===== src/rtl/absval_rr_sched.sv =====
// Round-robin front end sharing one two's-complement absolute-value unit among
// 2**IDW requesters; 2-stage pipeline (operand reg, result reg) with ID tagging.
module absval_rr_sched #(
  parameter int width = 8,
  parameter int IDW   = 2
) (
  input  logic                          clk,
  input  logic                          rst,
  input  logic [(1<<IDW)-1:0]           req_valid,
  input  logic [(1<<IDW)*width-1:0]     req_data,
  output logic [(1<<IDW)-1:0]           req_ready,
  output logic                          rsp_valid,
  output logic [width-1:0]              rsp_data,
  output logic [IDW-1:0]                rsp_id,
  output logic                          rsp_ovf,
  input  logic                          rsp_ready
);
  localparam int NREQ = 1 << IDW;
  localparam logic [width-1:0] MOST_NEG = {1'b1, {(width-1){1'b0}}};

  logic [IDW-1:0]   ptr;
  logic             a_valid;
  logic [width-1:0] a_data;
  logic [IDW-1:0]   a_id;

  logic             b_load, a_adv, a_load, accept, found;
  logic [NREQ-1:0]  grant;
  logic [IDW-1:0]   gnt_id, idx;
  logic [width-1:0] abs_val;
  logic             ovf;

  assign b_load = ~rsp_valid | rsp_ready;
  assign a_adv  = a_valid & b_load;
  assign a_load = ~a_valid | b_load;

  // First valid requester at or after ptr, wrapping modulo NREQ
  always_comb begin
    grant  = '0;
    gnt_id = '0;
    idx    = '0;
    found  = 1'b0;
    for (int k = 0; k < NREQ; k++) begin
      idx = ptr + IDW'(k);
      if (!found && req_valid[idx]) begin
        found       = 1'b1;
        grant[idx]  = 1'b1;
        gnt_id      = idx;
      end
    end
  end

  assign accept    = found & a_load & ~rst;
  assign req_ready = grant & {NREQ{a_load & ~rst}};

  // Most-negative wraps to itself under negation; flagged via ovf
  assign abs_val = a_data[width-1] ? (~a_data + width'(1)) : a_data;
  assign ovf     = (a_data == MOST_NEG);

  always_ff @(posedge clk or posedge rst) begin
    if (rst) begin
      ptr     <= '0;
      a_valid <= 1'b0;
      a_data  <= '0;
      a_id    <= '0;
    end else begin
      if (accept) begin
        ptr     <= gnt_id + IDW'(1);
        a_valid <= 1'b1;
        a_data  <= req_data[gnt_id*width +: width];
        a_id    <= gnt_id;
      end else if (a_adv) begin
        a_valid <= 1'b0;
      end
    end
  end

  always_ff @(posedge clk or posedge rst) begin
    if (rst) begin
      rsp_valid <= 1'b0;
      rsp_data  <= '0;
      rsp_id    <= '0;
      rsp_ovf   <= 1'b0;
    end else if (b_load) begin
      rsp_valid <= a_valid;
      if (a_valid) begin
        rsp_data <= abs_val;
        rsp_id   <= a_id;
        rsp_ovf  <= ovf;
      end
    end
  end

endmodule


===== config.mk =====
export PLATFORM = sky130hd
export DESIGN_NAME = absval_rr_sched
export DESIGN_NICKNAME = d
export VERILOG_FILES = /design/src/rtl/absval_rr_sched.sv
export SDC_FILE = /design/constraint.sdc
export NUM_CORES = 1
export LEC_CHECK = 0
export BUFFER_PORTS_ARGS = -buffer_cell sky130_fd_sc_hd__buf_2
export CAP_MARGIN = 15
export CORE_MARGIN = 5
export CORE_UTILIZATION = 52
export DETAILED_ROUTE_END_ITERATION = 8
export PLACE_DENSITY = 0.87
export SLEW_MARGIN = 20
export SYNTH_ARGS = -nofsm -noshare
export SYNTH_HDL_FRONTEND = slang
export SYNTH_SLANG_ARGS = --single-unit

===== constraint.sdc =====
create_clock -name clk -period 3.6 [get_ports clk]
set_clock_uncertainty 0.05 [all_clocks]
set_input_delay 0.54 -clock clk [delete_from_list [all_inputs] [get_ports clk]]
set_output_delay 0.54 -clock clk [all_outputs]
set_load 0.01 [all_outputs]

After elaboration in Yosys (flattened, before gate mapping)
Index checks and enable logic that the tools add are counted.
W data, S select, Z words.
{"block": "totals", "reg_bits": 25, "word_cells": 80, "input_bits": 39, "output_inout_bits": 16}
{"block": "classes", "n_mux": 31, "order_cmp": 8, "n_shift": 1, "add_sub_neg": 5, "reduce_logical": 12, "eq_ne": 1, "bitwise": 14}
{"operator": "$shiftx A32 B6 Y8", "n": 1}
{"operator": "$mux W4", "n": 4}
{"operator": "$mux W1", "n": 14}
{"operator": "$lt A2 B3 Y1 const B", "n": 4}
{"operator": "$or A4 B4 Y4", "n": 3}
{"operator": "$add A8 B1 Y8 const B", "n": 1}
{"operator": "$bmux W1 S2", "n": 4}
{"operator": "$demux W1 S2", "n": 4}
{"operator": "$eq A8 B8 Y1 const B", "n": 1}
{"operator": "$ge A2 B1 Y1 const B", "n": 4}
{"operator": "$mux W2", "n": 4}
{"operator": "$mux W8", "n": 1}
{"operator": "$not A8 Y8", "n": 1}
{"operator": "$logic_and A1 B1 Y1", "n": 7}
{"operator": "$add A2 B1 Y2 const B", "n": 2}
{"operator": "$add A2 B2 Y2 const B", "n": 2}
{"operator": "$and A1 B1 Y1", "n": 4}
{"operator": "$and A4 B4 Y4", "n": 1}
{"operator": "$logic_not A1 Y1", "n": 3}
{"operator": "$not A1 Y1", "n": 3}
{"operator": "$or A1 B1 Y1", "n": 2}
{"operator": "$reduce_and A2 Y1", "n": 1}
{"operator": "$reduce_bool A2 Y1", "n": 1}

Depth between registers and ports, before layout
Gate-level depths: netlist of the first run.
{"block": "depth", "ltp_word": 15, "ltp_mapped": 12, "ltp_nobuf": 7}

Worst setup path before layout of the first run
OpenSTA, ideal clock, no wires.
{"block": "synth_timing", "kind": "reg-to-output", "start": "register ptr[0]", "end": "output port req_ready[0]", "path_buffers": 4, "path_slack_ps": 292, "arrival_ps": 2718, "stages_incl_launch_ff": 12, "required_time_ps": 3010, "path_cell_list": "dfrtp_1 > buf_6 > buf_2 > inv_1 > ha_1 > clkbuf_1 > mux4_2 > buf_6 > nor2b_1 > a22oi_1 > or2_2 > a21oi_1"}
{"block": "synth_between", "elab_chain_len": 13, "elab_cells_between_ends": 48, "cone_classes": "add/sub (3); order compare (8); mux (23); bitwise (4); reduce/logical (10)"}
{"item": "start, declared", "line_no": "21", "text": "logic [IDW-1:0] ptr;"}
{"item": "start signal, assigned", "line_no": "67", "text": "ptr <= gnt_id + IDW'(1);"}
{"item": "branches (longest 11 deep; another with $lt A2 B3 Y1)"}
{"item": "$mux W4 *", "line_no": "44", "text": "if (!found && req_valid[idx]) begin"}
{"item": "$and A4 B4 Y4 *", "line_no": "53", "text": "assign req_ready = grant & {NREQ{a_load & ~rst}};"}
{"item": "end, declared", "line_no": "11", "text": "output logic [(1<<IDW)-1:0] req_ready,"}
Mark *: on every way between the ends. The select of a mux whose other input is x is not followed.

Worst setup path after layout of the first run
{"block": "layout_timing", "start": "register ptr[0]", "end": "output port req_ready[2]"}
Same word-level chain as after synthesis.

==> results by stage, run 1 <==
Status:
- The flow ran to the end, and the final reports show no timing, DRC or antenna violations.

Worst setup path:
- STA puts the critical path data arrival time at 2.74 ns.
- The data required time at the worst endpoint is 3.01 ns.
- The nature of the critical path endpoint is an output pin.
- The startpoint type of the worst setup path is a flip-flop.
- The maximum net fanout on the critical path is 10.
- The worst setup path is of the reg -> out kind.

Floorplanning:
- The core area is 3420 um^2.
- The number of top-level pins is 55.
- The starting density of the core is 55.0%.
- The overall die area is 4910 um^2.
- In this run the horizontal extent of the chip is 70.1 um.
- The row count is 21.
- The height of the die is 70.1 um.

Timing:
- The period utilization is 92.6%.
- For the pin with the worst max-slew slack, the measured transition is 0.898 ns.
- Adding up every negative setup slack in the final design gives 0 ns.
- The final number of hold-violating endpoints was 0.
- The relative slew slack is 40.1%.
- Setup repair after global routing left no endpoint under its margin.
- The final critical path time including I/O delays and setup is 3.33 ns.
- The final count of pins violating max slew was 0.
- The final count of negative-setup-slack endpoints is 0.
- Based on the critical path, the design can be clocked at up to 0.300 GHz.

Pwr:
- The analysis attributes to net switching a power of 857 uW.
- The internal portion of total power is 990 uW.
- The sequential share of power is 27.5%.
- The analysis attributes to cell leakage a power of 1.05 nW.
- The total power consumption of the routed design is 1.85 mW.
- Dividing total power by cell area gives a power density of 851 nW/um^2.
- Net switching is 46.4% of the power.
- The power share of the combinational group is 65.4%.
- The maximum vdd ir drop is 609 uV.
- The clock network is responsible for 7.1% of the overall power.

Synthesis:
- The largest family of logic cells by synthesized area is compound AO/OA/AOI/OAI gates.
- The share of cell area taken by muxes after synthesis is 17.5%.
- The cell count after synthesis came out at 193.
- The share of the synthesized area in the top cell type is 33.3%.
- The sequential-to-total area share from yosys stat is 33.3%.
- The top flip-flop cell by instance count after synthesis is dfrtp_1.
- In this run, synthesis inferred 0 flip-flops with an integrated enable.
- The area of the mapped netlist is 1880 um^2.
- By area the synthesized netlist is led by dfrtp_1 (33%), mux2i_1 (11%), ha_1 (5.3%), nand2_1 (5.0%), o221ai_1 (3.7%).
- The post-synthesis net count is 240.
- The cell type contributing the most total cell area after synthesis is dfrtp_1.
- The post-synthesis sequential element count is 25.
- A synthesized cell averages 9.73 um^2.
- The synthesis warning total is 0.
- Of the total synthesized cell area, the portion taken by full adders, half adders and majority gates is 5.33%.
- The fraction of synthesis flops using an asynchronous set or reset pin is 100%.
- The xor/xnor cell area share of the yosys netlist is 2.33%.
- Summing the areas of all compound-gate instances in the mapped netlist gives 21.6% of the synthesized area.
- In the synthesized netlist, the cells that appear most often are dfrtp_1 (25), nand2_1 (25), mux2i_1 (20), a21oi_1 (9), o21ai_0 (9).
- Summing the areas of all and, or, nand and nor instances in the mapped netlist gives 14.3% of the synthesized area.
- The count of distinct cell types in the synthesized netlist is 44.

Placed design:
- In this run the tool buffered the top-level ports with 54 buffer cells.
- Routability-driven placement finished with a final weighted congestion of 0.810.
- After legalization and detailed placement, the total HPWL measured 3230 um.

Detailed routing:
- The residual DRC count is 0.
- The number of nets with antenna violations after routing is 0.
- The number of vias after detailed routing is 1655.
- In the final routed layout, each cell accounts on average for 14.3 um.
- The first routing iteration left 70 violations.
- Summed over all layers, the routed wires come to 4100 um.
- The first-pass iteration count of the detailed router is 4.
- The average via count per standard cell is 5.77.

Job:
- Max-cap violations in this run came to 0.

CTS:
- The maximum clock insertion buffer count is 2.
- Clock-pin slew was measured on the worst setup and hold paths at 0.14 ns.
- The root buffer cell chosen for the clock tree is clkbuf_4.
- In this run the number of H-tree levels came out at 1.
- TritonCTS built the clock tree.
- Clock tree synthesis inserted a total of 3 buffers.
- The number of gates given a new drive strength after cts is 0.
- The clock insertion delay at the later pin of the skew report is 0.33 ns.
- Once the clock tree was built, the setup fixing pass inserted 0 buffers.
- Clock tree synthesis found a total of 25 sinks.
- After clock tree synthesis, the flow added hold-fix buffers numbering 0.

Finish:
- For this run, the post-layout net count is 289.
- The layout cell share with drive strength beyond 1 is 31.5%.
- The repair_antennas step left the layout with diodes totalling 0.
- The area growth from synthesis to layout is 15.6%.

Global routing:
- The initial antenna violation count was 0.
- After global routing the overflow that remains totals 0.
- Entering global routing, the biggest net connects 26 pins.
- The total global-route track usage is 17.2%.
- The first-pass GRT wire length is 7090 um.
- The number of global-route vias before repair was 1688.

Worst hold path:
- The tightest min-delay check is of the in -> async type.
[sequential cells by signal, indices dropped and copies added (netlist names)]
register,cells
rsp_valid,1
a_id,2
rsp_id,2
a_valid,1
rsp_ovf,1
rsp_data,8
ptr,2
a_data,8
[power groups by stage]
stage / combinational, mW / sequential [mW] / clock (mW)
after floorplan: 1.00 / 0.518 / 0
after global placement: 1.18 / 0.505 / 0
after detailed placement: 1.21 / 0.515 / 0
after CTS: 1.22 / 0.508 / 0.134
after global routing: 1.34 / 0.527 / 0.143
final: 1.21 / 0.508 / 0.131
[worst paths after layout]
| check | start | end | slack [ns] | depth (start not counted) |
|---|---|---|---|---|
| setup / recovery | ptr[0] | req_ready[2] | 0.27 | 8 |
| hold / removal | rst | rsp_valid | 0.34 | 2 |
| setup reg to reg | ptr[0] | a_data[6] | 0.97 | 7 |
| hold reg to reg | rsp_ovf | rsp_ovf | 0.44 | 2 |
| max in group asynchronous | rst | a_data[5] | 2.61 | 2 |
| min in group clk | rsp_ready | a_valid | 0.43 | 4 |
[cell type report]
class | instances | area (um^2)
well taps | 46 | 57.6
repair buffers | 56 | 285
clock inverters | 1 | 7.51
flip-flops and latches | 25 | 626
multi-input cells | 149 | 1150
inverters | 7 | 26.3
clock buffers | 3 | 22.5
fillers | 301 | 1240
[critical path, cell delays in order (launching register included)]
cell and delay [ns]:
dfrtp_1 0.39, inv_1 0.11, ha_1 0.43, mux4_2 0.47
nor2b_1 0.36, a22oi_1 0.10, or2_2 0.29, a21oi_1 0.12
buf_2 0.14
[layer usage]
metal / routed length [um] / track usage [%] / up-vias
met3: 233 / 3.59 / 8
met4: 55 / 6.38 / 0
met1: 1790 / 19.5 / 773
met5: 0 / 0 / -
met2: 2020 / 31.3 / 55
li1: - / - / 819
[cell usage in the layout, fill, tap and decap left out, types with 2 or more instances in the layout]
cell type | synthesis | layout
nand2_1 | 25 | 25
buf_2 | 2 | 54
o32a_1 | 2 | 2
mux2i_1 | 20 | 20
mux4_2 | 2 | 2
or2_2 | 5 | 5
a21oi_1 | 9 | 9
mux2_2 | 5 | 5
nand2b_1 | 3 | 3
o21ai_0 | 9 | 9
a21o_1 | 4 | 4
o221ai_1 | 8 | 8
dfrtp_1 | 25 | 25
clkbuf_4 | 0 | 3
o31ai_1 | 5 | 5
a22oi_1 | 8 | 8
buf_4 | 0 | 2
nor2b_1 | 3 | 3
nor3_1 | 2 | 2
inv_1 | 7 | 7
or3_1 | 2 | 2
nor2_1 | 5 | 5
ha_1 | 8 | 8
xor2_1 | 4 | 4
o211ai_1 | 2 | 2
nand3_1 | 2 | 2
[kinds of logic after synthesis]
group | count (synthesis)
xor gates and xnor gates | 5
DFF | 25
muxes | 28
buffers and inverters | 19
AOI/OAI and AO/OA | 55
adders and majority gates | 8
and+or+nand+nor | 53
[metrics by stage]
stage	cells	hold slack, ns	cell area, um^2	worst slack [ns]	util (%)
2_1_floorplan	193	0.393	1880	0.292	-
3_3_place_gp	283	0.405	2140	0.753	62.7
3_5_place_dp	283	0.416	2140	0.651	62.7
4_1_cts	287	0.365	2170	0.264	63.6
5_1_grt	287	0.424	2170	0.00375	63.6
6_report	287	0.342	2170	0.267	63.6
Power figures use the tool's default switching activity.
==> inputs of run 2 (changes only) <==
ABC_AREA = 1   (was unset)
CORE_UTILIZATION = 54   (was 52)
PLACE_DENSITY = 0.88   (was 0.87)
==> results by stage, run 2 <==
Global routing:
- Global routing finished with a remaining overflow of 0.
- The number of global-route vias before repair is 1826.
- The initial antenna violation count came to 0.
- Entering global routing, the biggest net connects 27 pins.
- Global routing used 26.8% of the available met1 tracks.
- The global-route track usage on met2 is 28.4%.
- The total global-route track usage is 18.3%.
- The first-pass GRT wire length is 7900 um.
- In the global route stage, met3 resource usage came out at 2.20%.
- met2 is the most crowded layer.

Placed design:
- The number of placed instances, taps included, is 400.
- The cell area reported after detailed placement is 2410 um^2.
- The number of port buffers is 54.
- The congestion estimate from routability-driven global placement came to 0.856.
- After legalization and detailed placement, the total HPWL measured 3610 um.

Synthesis:
- Yosys attributes the largest share of cell area to dfrtp_1 (29%), nand2_1 (15%), inv_1 (10%), nand3_1 (8.9%), ha_1 (4.7%).
- Among all flip-flop cells after synthesis, the most frequent one is dfrtp_1.
- Yosys instantiated no cell more often than nand2_1.
- The cell count after synthesis is 305.
- The fraction of synthesis flops using an asynchronous set or reset pin is 100%.
- Counting flops and latches in the post-synthesis netlist gives 25.
- The cell type contributing the most total cell area after synthesis is dfrtp_1.
- The post-synthesis net count is 352.
- The commonest cells after synthesis are nand2_1 (86), inv_1 (57), nand3_1 (38), dfrtp_1 (25), o21ai_0 (14).
- The area of the mapped netlist is 2140 um^2.
- The synthesis warning total is 0.
- The sequential-to-total area share from yosys stat is 29.2%.
- The mean area per synthesized cell is 7.02 um^2.
- Summed over its instances, the top area cell type makes up 29.2% of the synthesized netlist area.
- Counting flops with a built-in enable in the synthesized netlist gives 0.
- The count of distinct cell types in the synthesized netlist is 34.

Detailed routing:
- Summed over all layers, the routed wires come to 4480 um.
- The average via count per standard cell is 4.94.
- The number of nets with antenna violations after routing is 0.
- The number of vias after detailed routing is 1995.
- Dividing the detail-routed wire length by the instance count gives 11.1 um.
- The first-pass iteration count of the detailed router is 4.
- The initial detailed-routing violation count is 80.
- For this run, design rule violations remaining after detail routing come to 0.

Timing:
- The sum of negative setup slack is 0 ns.
- At the pin with the least slew margin, the transition time is 0.610 ns.
- Measured against its own limit, the worst slew margin works out to 59.3%.
- The final number of hold-violating endpoints came to 0.
- The worst path uses 87.2% of the clock period.
- The routed design could run at a clock period as short as 3.14 ns.
- The final count of negative-setup-slack endpoints is 0.
- The final count of pins violating max slew is 0.
- The final hold slack is 0.256 ns.
- Timing would allow up to 0.319 GHz.
- Setup repair after global routing left no endpoint under its margin.

Finish:
- The number of fill cells is 336.
- The final net count is 404.
- The largest registers in the layout are a_data x8, rsp_data x8.
- The most common cell after layout, fill and taps aside is nand2_1.
- 0 antenna diodes ended up in the layout.
- The number of standard cells in the layout, taps in and fillers out is 404.
- The library cells used most frequently in the layout, excluding fill and tap cells, are nand2_1 (86), inv_1 (57), buf_2 (54).
- The layout cell share with drive strength beyond 1 is 26.7%.
- From synthesis to final layout, the design area changed by 14.8%.
- The final design area excluding fillers is 2460 um^2.

CTS:
- The number of gates given a new drive strength after cts is 0.
- The maximum clock insertion buffer count is 2.
- TritonCTS built the clock tree.
- The clock insertion delay at the later pin of the skew report is 0.27 ns.
- The number of H-tree branching levels is 1.
- The tree is rooted in a clkbuf_8.
- Clock tree synthesis inserted a total of 3 buffers.
- The clock input transition at the sequential cells of the worst setup and hold paths is 0.08 ns.
- Counting every sink on the clock net gives 25.
- The total setup buffers inserted after CTS is 0.
- The post-cts hold buffer count is 0.

Worst hold path:
- The kind of path behind the tightest hold check is in -> async.

Worst setup path:
- The data arrival time of the critical path is 2.55 ns.
- STA classifies the critical path startpoint as a flip-flop.
- The path type of the worst setup path is reg -> out.
- The data required time at the worst endpoint is 3.01 ns.
- The worst setup path is captured at an output pin.
- Along the worst path, the maximum fanout reaches 12.

Floorplanning:
- During I/O placement, the number of pins put on the boundary was 55.
- The die covers 5320 um^2.
- The die boundary width is 73.0 um.
- The floorplan has 22 rows.
- The die is 73.0 um tall.
- The initial utilization of the core area, before any placement, comes to 57.2%.
- The core area is 3740 um^2.

Job:
- Across the run, the number of max-cap violations was 0.

Pwr:
- In this run the static leakage power is 1.47 nW.
- IR analysis of the VDD net gives a maximum drop of 547 uV.
- The design draws 2.52 mW.
- The total power divided by cell area is 1020 nW/um^2.

Status:
- The flow ran to the end, and the final reports show no timing, DRC or antenna violations.
==> run 2: changes by cell type in the layout (fill, tap and decap cells not counted), moves of 8 or more <==
| cell | delta |
|---|---|
| nand3_1 | +36 |
| nand2_1 | +61 |
| nand2_2 | +13 |
| mux2i_1 | -20 |
| o221ai_1 | -8 |
| inv_1 | +50 |
==> run 2: kinds of logic (layout without fill, tap and decap cells) <==
group                    after synthesis  count (layout)  synth area share, %
XOR/XNOR                               5               5                 2.05
AO/OA/AOI/OAI                         29              29                 7.60
flip-flops                            25              25                 29.2
adder cells (fa/ha/maj)                8               8                 4.68
AND/OR/NAND/NOR                      167             167                 41.3
buffers and inverters                 71             122                 15.2
==> run 2: final cells by class <==
cell class | count | area, um^2 | area share, %
Clock buffer | 4 | 45.0 | 1.83
Tap cell | 48 | 60.1 | 2.44
Sequential cell | 25 | 626 | 25.4
Multi-Input combinational cell | 209 | 1190 | 48.4
Timing Repair Buffer | 56 | 285 | 11.6
Inverter | 62 | 253 | 10.3
==> run 2: critical path: stages (launching register included) <==
cell and delay [ns]:
dfrtp_1 0.74, inv_8 0.10, ha_1 0.37, inv_1 0.15
nand3_2 0.12, nand2_4 0.13, nand3_1 0.15, o22ai_1 0.15
a21oi_1 0.05, o21ai_0 0.07, nand2_1 0.07, inv_1 0.05
buf_2 0.12
==> run 2: stage by stage <==
step,setup WS (ns),utilization [%]
after floorplan,1.21,-
after global placement,0.849,64.5
after detailed placement,0.788,64.5
after CTS,0.481,65.7
after global routing,0.274,65.7
final,0.462,65.7
==> run 2: metal layers <==
metal | vias to the layer above | share of wire, %
met5 | - | 0
met4 | 0 | 1.3
met3 | 5 | 6.3
met2 | 64 | 45
met1 | 888 | 48
li1 | 1038 | -
==> run 2: path summary, 6_finish.rpt <==
path                                endpoint  slack [ns]  depth (start not counted)         from
min in group clk                 rsp_data[3]        0.44                          2  rsp_data[3]
worst max-delay path            req_ready[1]        0.46                         12       ptr[0]
worst min register to register   rsp_data[3]        0.44                          2  rsp_data[3]
worst max register to register     a_data[3]        0.95                         13       ptr[0]
max in group asynchronous          a_data[2]        3.00                          3          rst
worst min-delay path               rsp_valid        0.26                          3          rst
==> run 2: report_power, final <==
group / total, mW / internal [mW] / leakage (nW) / switching, mW
registers: 0.543 / 0.416 / 0.311 / 0.127
clock network: 0.163 / 0.0791 / 0.0228 / 0.0843
logic: 1.81 / 0.632 / 1.13 / 1.18
==> inputs of run 3 (changes only) <==
CTS_CLUSTER_DIAMETER = 60   (was unset)
PLACE_DENSITY = 0.79   (was 0.88)
==> results by stage, run 3 (same netlist as run 2, synthesis figures left out) <==
Status:
- The run finished with clean final reports.

Finish:
- The library cells used most frequently in the layout, excluding fill and tap cells, are nand2_1 (86), inv_1 (57), buf_2 (54).
- Relative to the synthesized area, the layout overhead comes to 15.0%.
- The library cell used most frequently in the layout, excluding fill and tap cells, is nand2_1.
- In the final layout, flip-flops and latches occupy 626 um^2.
- The final net count is 404.
- In the final layout, the share of cells above drive strength 1 is 27.0%.
- The number of standard cells in the layout, taps in and fillers out is 404.
- 0 antenna diodes ended up in the layout.
- In the final layout, the registers with the most flip-flops are a_data x8, rsp_data x8.
- The area taken by multi-input logic gates is 1190 um^2.
- The number of fill cells is 347.

Worst setup path:
- The nature of the critical path endpoint is an output pin.
- STA classifies the critical path startpoint as a flip-flop.
- At the worst endpoint, the required time is 3.01 ns.
- The endpoint of the lowest-slack register-to-register path is ptr[1].
- The setup check on the worst reg-to-reg path leaves a slack of 0.94 ns.
- The depth of the worst register-to-register path is 12.
- Of all nets on the critical path, the largest fanout is 12.
- STA puts the critical path data arrival time at 2.56 ns.
- The worst register-to-register path begins at ptr[0].
- By startpoint and endpoint, the worst setup path is classified as reg -> out.
- In this run the worst setup path begins at ptr[0].

Timing:
- The period utilization is 87.5%.
- For the pin with the worst max-slew slack, the measured transition is 0.652 ns.
- Static timing analysis puts the maximum clock frequency at 0.317 GHz.
- The final count of pins violating max slew is 0.
- The smallest setup slack after layout is 0.449 ns.
- Setup repair after global routing left no endpoint under its margin.
- The final critical path time including I/O delays and setup is 3.15 ns.
- The relative slew slack is 56.5%.
- The final count of negative-setup-slack endpoints is 0.
- The final number of hold-violating endpoints was 0.
- The final hold slack is 0.251 ns.
- The sum of negative setup slack is 0 ns.

CTS:
- The maximum clock insertion buffer count is 2.
- The number of H-tree branching levels is 1.
- The number of gates given a new drive strength after cts is 0.
- The number of hold buffers added after CTS was 0.
- After clock tree synthesis, the clock-pin slew on the worst setup and hold paths is 0.09 ns.
- The number of setup buffers added after CTS is 0.
- The number of buffers inserted during clock tree synthesis is 3.
- Clock latency on the worst-skew pair, taken at its later pin, is 0.27 ns.
- TritonCTS built the clock tree.
- The clock sink count is 25.
- The clock tree root buffer cell is clkbuf_8.

Pwr:
- Dividing total power by cell area gives a power density of 1030 nW/um^2.
- The static leakage is 1.47 nW.
- The maximum vdd ir drop is 523 uV.
- The total power consumption of the routed design is 2.53 mW.

Floorplanning:
- The die covers 5320 um^2.
- The height of the die is 73.0 um.
- The die boundary width is 73.0 um.
- Once the floorplan was initialized, standard cells occupied 57.2% of the core.
- The region available for standard cell placement spans 3740 um^2.
- Pin placement for this block handled 55 I/O pins.
- The row count is 22.

Detailed routing:
- For this run, design rule violations remaining after detail routing come to 0.
- The sum of routed wire length over all layers is 4570 um.
- After detailed routing, the average wire length per cell comes to 11.3 um.
- Dividing the detail-routed via count by the number of cells gives 4.90.
- The first detailed-routing pass took 4 iterations.
- The count of nets left with antenna violations once routing finished came out at 0.
- The initial detailed-routing violation count is 116.
- The routed layout has 1981 vias.

Placed design:
- The placed wire-length estimate after detailed placement is 3650 um.
- Port buffering added 54 buffers.
- The instance count after placement with tap cells included is 400.
- Routability-driven placement finished with a final weighted congestion of 0.841.
- Before CTS, the worst setup slack after placement is 0.768 ns.

Global routing:
- The first-pass GRT wire length is 7870 um.
- The number of global-route vias before repair is 1809.
- Global routing used 18.4% of the available tracks across all layers.
- The pin count of the biggest net entering global routing is 27.
- The initial antenna violation count was 0.
- For this run the aggregate overflow at the end of global routing stands at 0.

Worst hold path:
- The min-delay analysis places its worst path in the category in -> async.

Job:
- Across the run, the number of max-cap violations was 0.
-- run 3: through the flow --
| step | area [um^2] | util (%) |
|---|---|---|
| 4_1_cts | 2460 | 65.8 |
| 5_1_grt | 2460 | 65.8 |
| 3_5_place_dp | 2410 | 64.5 |
| 6_report | 2460 | 65.8 |
| 3_3_place_gp | 2410 | 64.5 |
| 2_1_floorplan | 2140 | - |
-- run 3: worst max-delay path: stages, from the launching register on --
cell and delay (ns):
dfrtp_1 0.77, inv_8 0.10, ha_1 0.38, inv_1 0.15, nand3_2 0.11, nand2_4 0.12, nor2_4 0.07, a22oi_1 0.13
o21ai_0 0.09, o21ai_0 0.16, inv_1 0.05, buf_2 0.13
-- run 3: power breakdown --
group          total (mW)  leakage [nW]  switching (mW)  internal (mW)
clock network       0.172        0.0217          0.0938         0.0786
logic                1.81          1.13            1.18          0.633
registers           0.547         0.311           0.131          0.415
-- run 3: worst max path at each step --
stage / to / slack (ns) / depth (start not counted)
6_report: req_ready[2] / 0.45 / 11
3_5_place_dp: req_ready[0] / 0.77 / 12
3_3_place_gp: req_ready[0] / 0.82 / 12
4_1_cts: req_ready[0] / 0.45 / 12
2_1_floorplan: req_ready[0] / 1.21 / 11
5_1_grt: req_ready[1] / 0.21 / 12
-- run 3: area by class of cell --
| cell class | instances | area share (%) |
|---|---|---|
| clock buffers | 3 | 1.68 |
| clock inverters | 1 | 0.305 |
| inverters | 62 | 10.3 |
| multi-input cells | 209 | 48.3 |
| flip-flops and latches | 25 | 25.4 |
| well taps | 48 | 2.44 |
| repair buffers | 56 | 11.6 |
-- run 3: per-layer routing --
metal  wire [um]  share of wire [%]  GRT usage [%]  vias up
met2        2010                 44           27.8       73
met1        2150                 47           26.6      861
met4          81                1.8           6.56        0
met5           0                  0              0        -
met3         321                7.0           2.62        7
li1            -                  -              -     1040
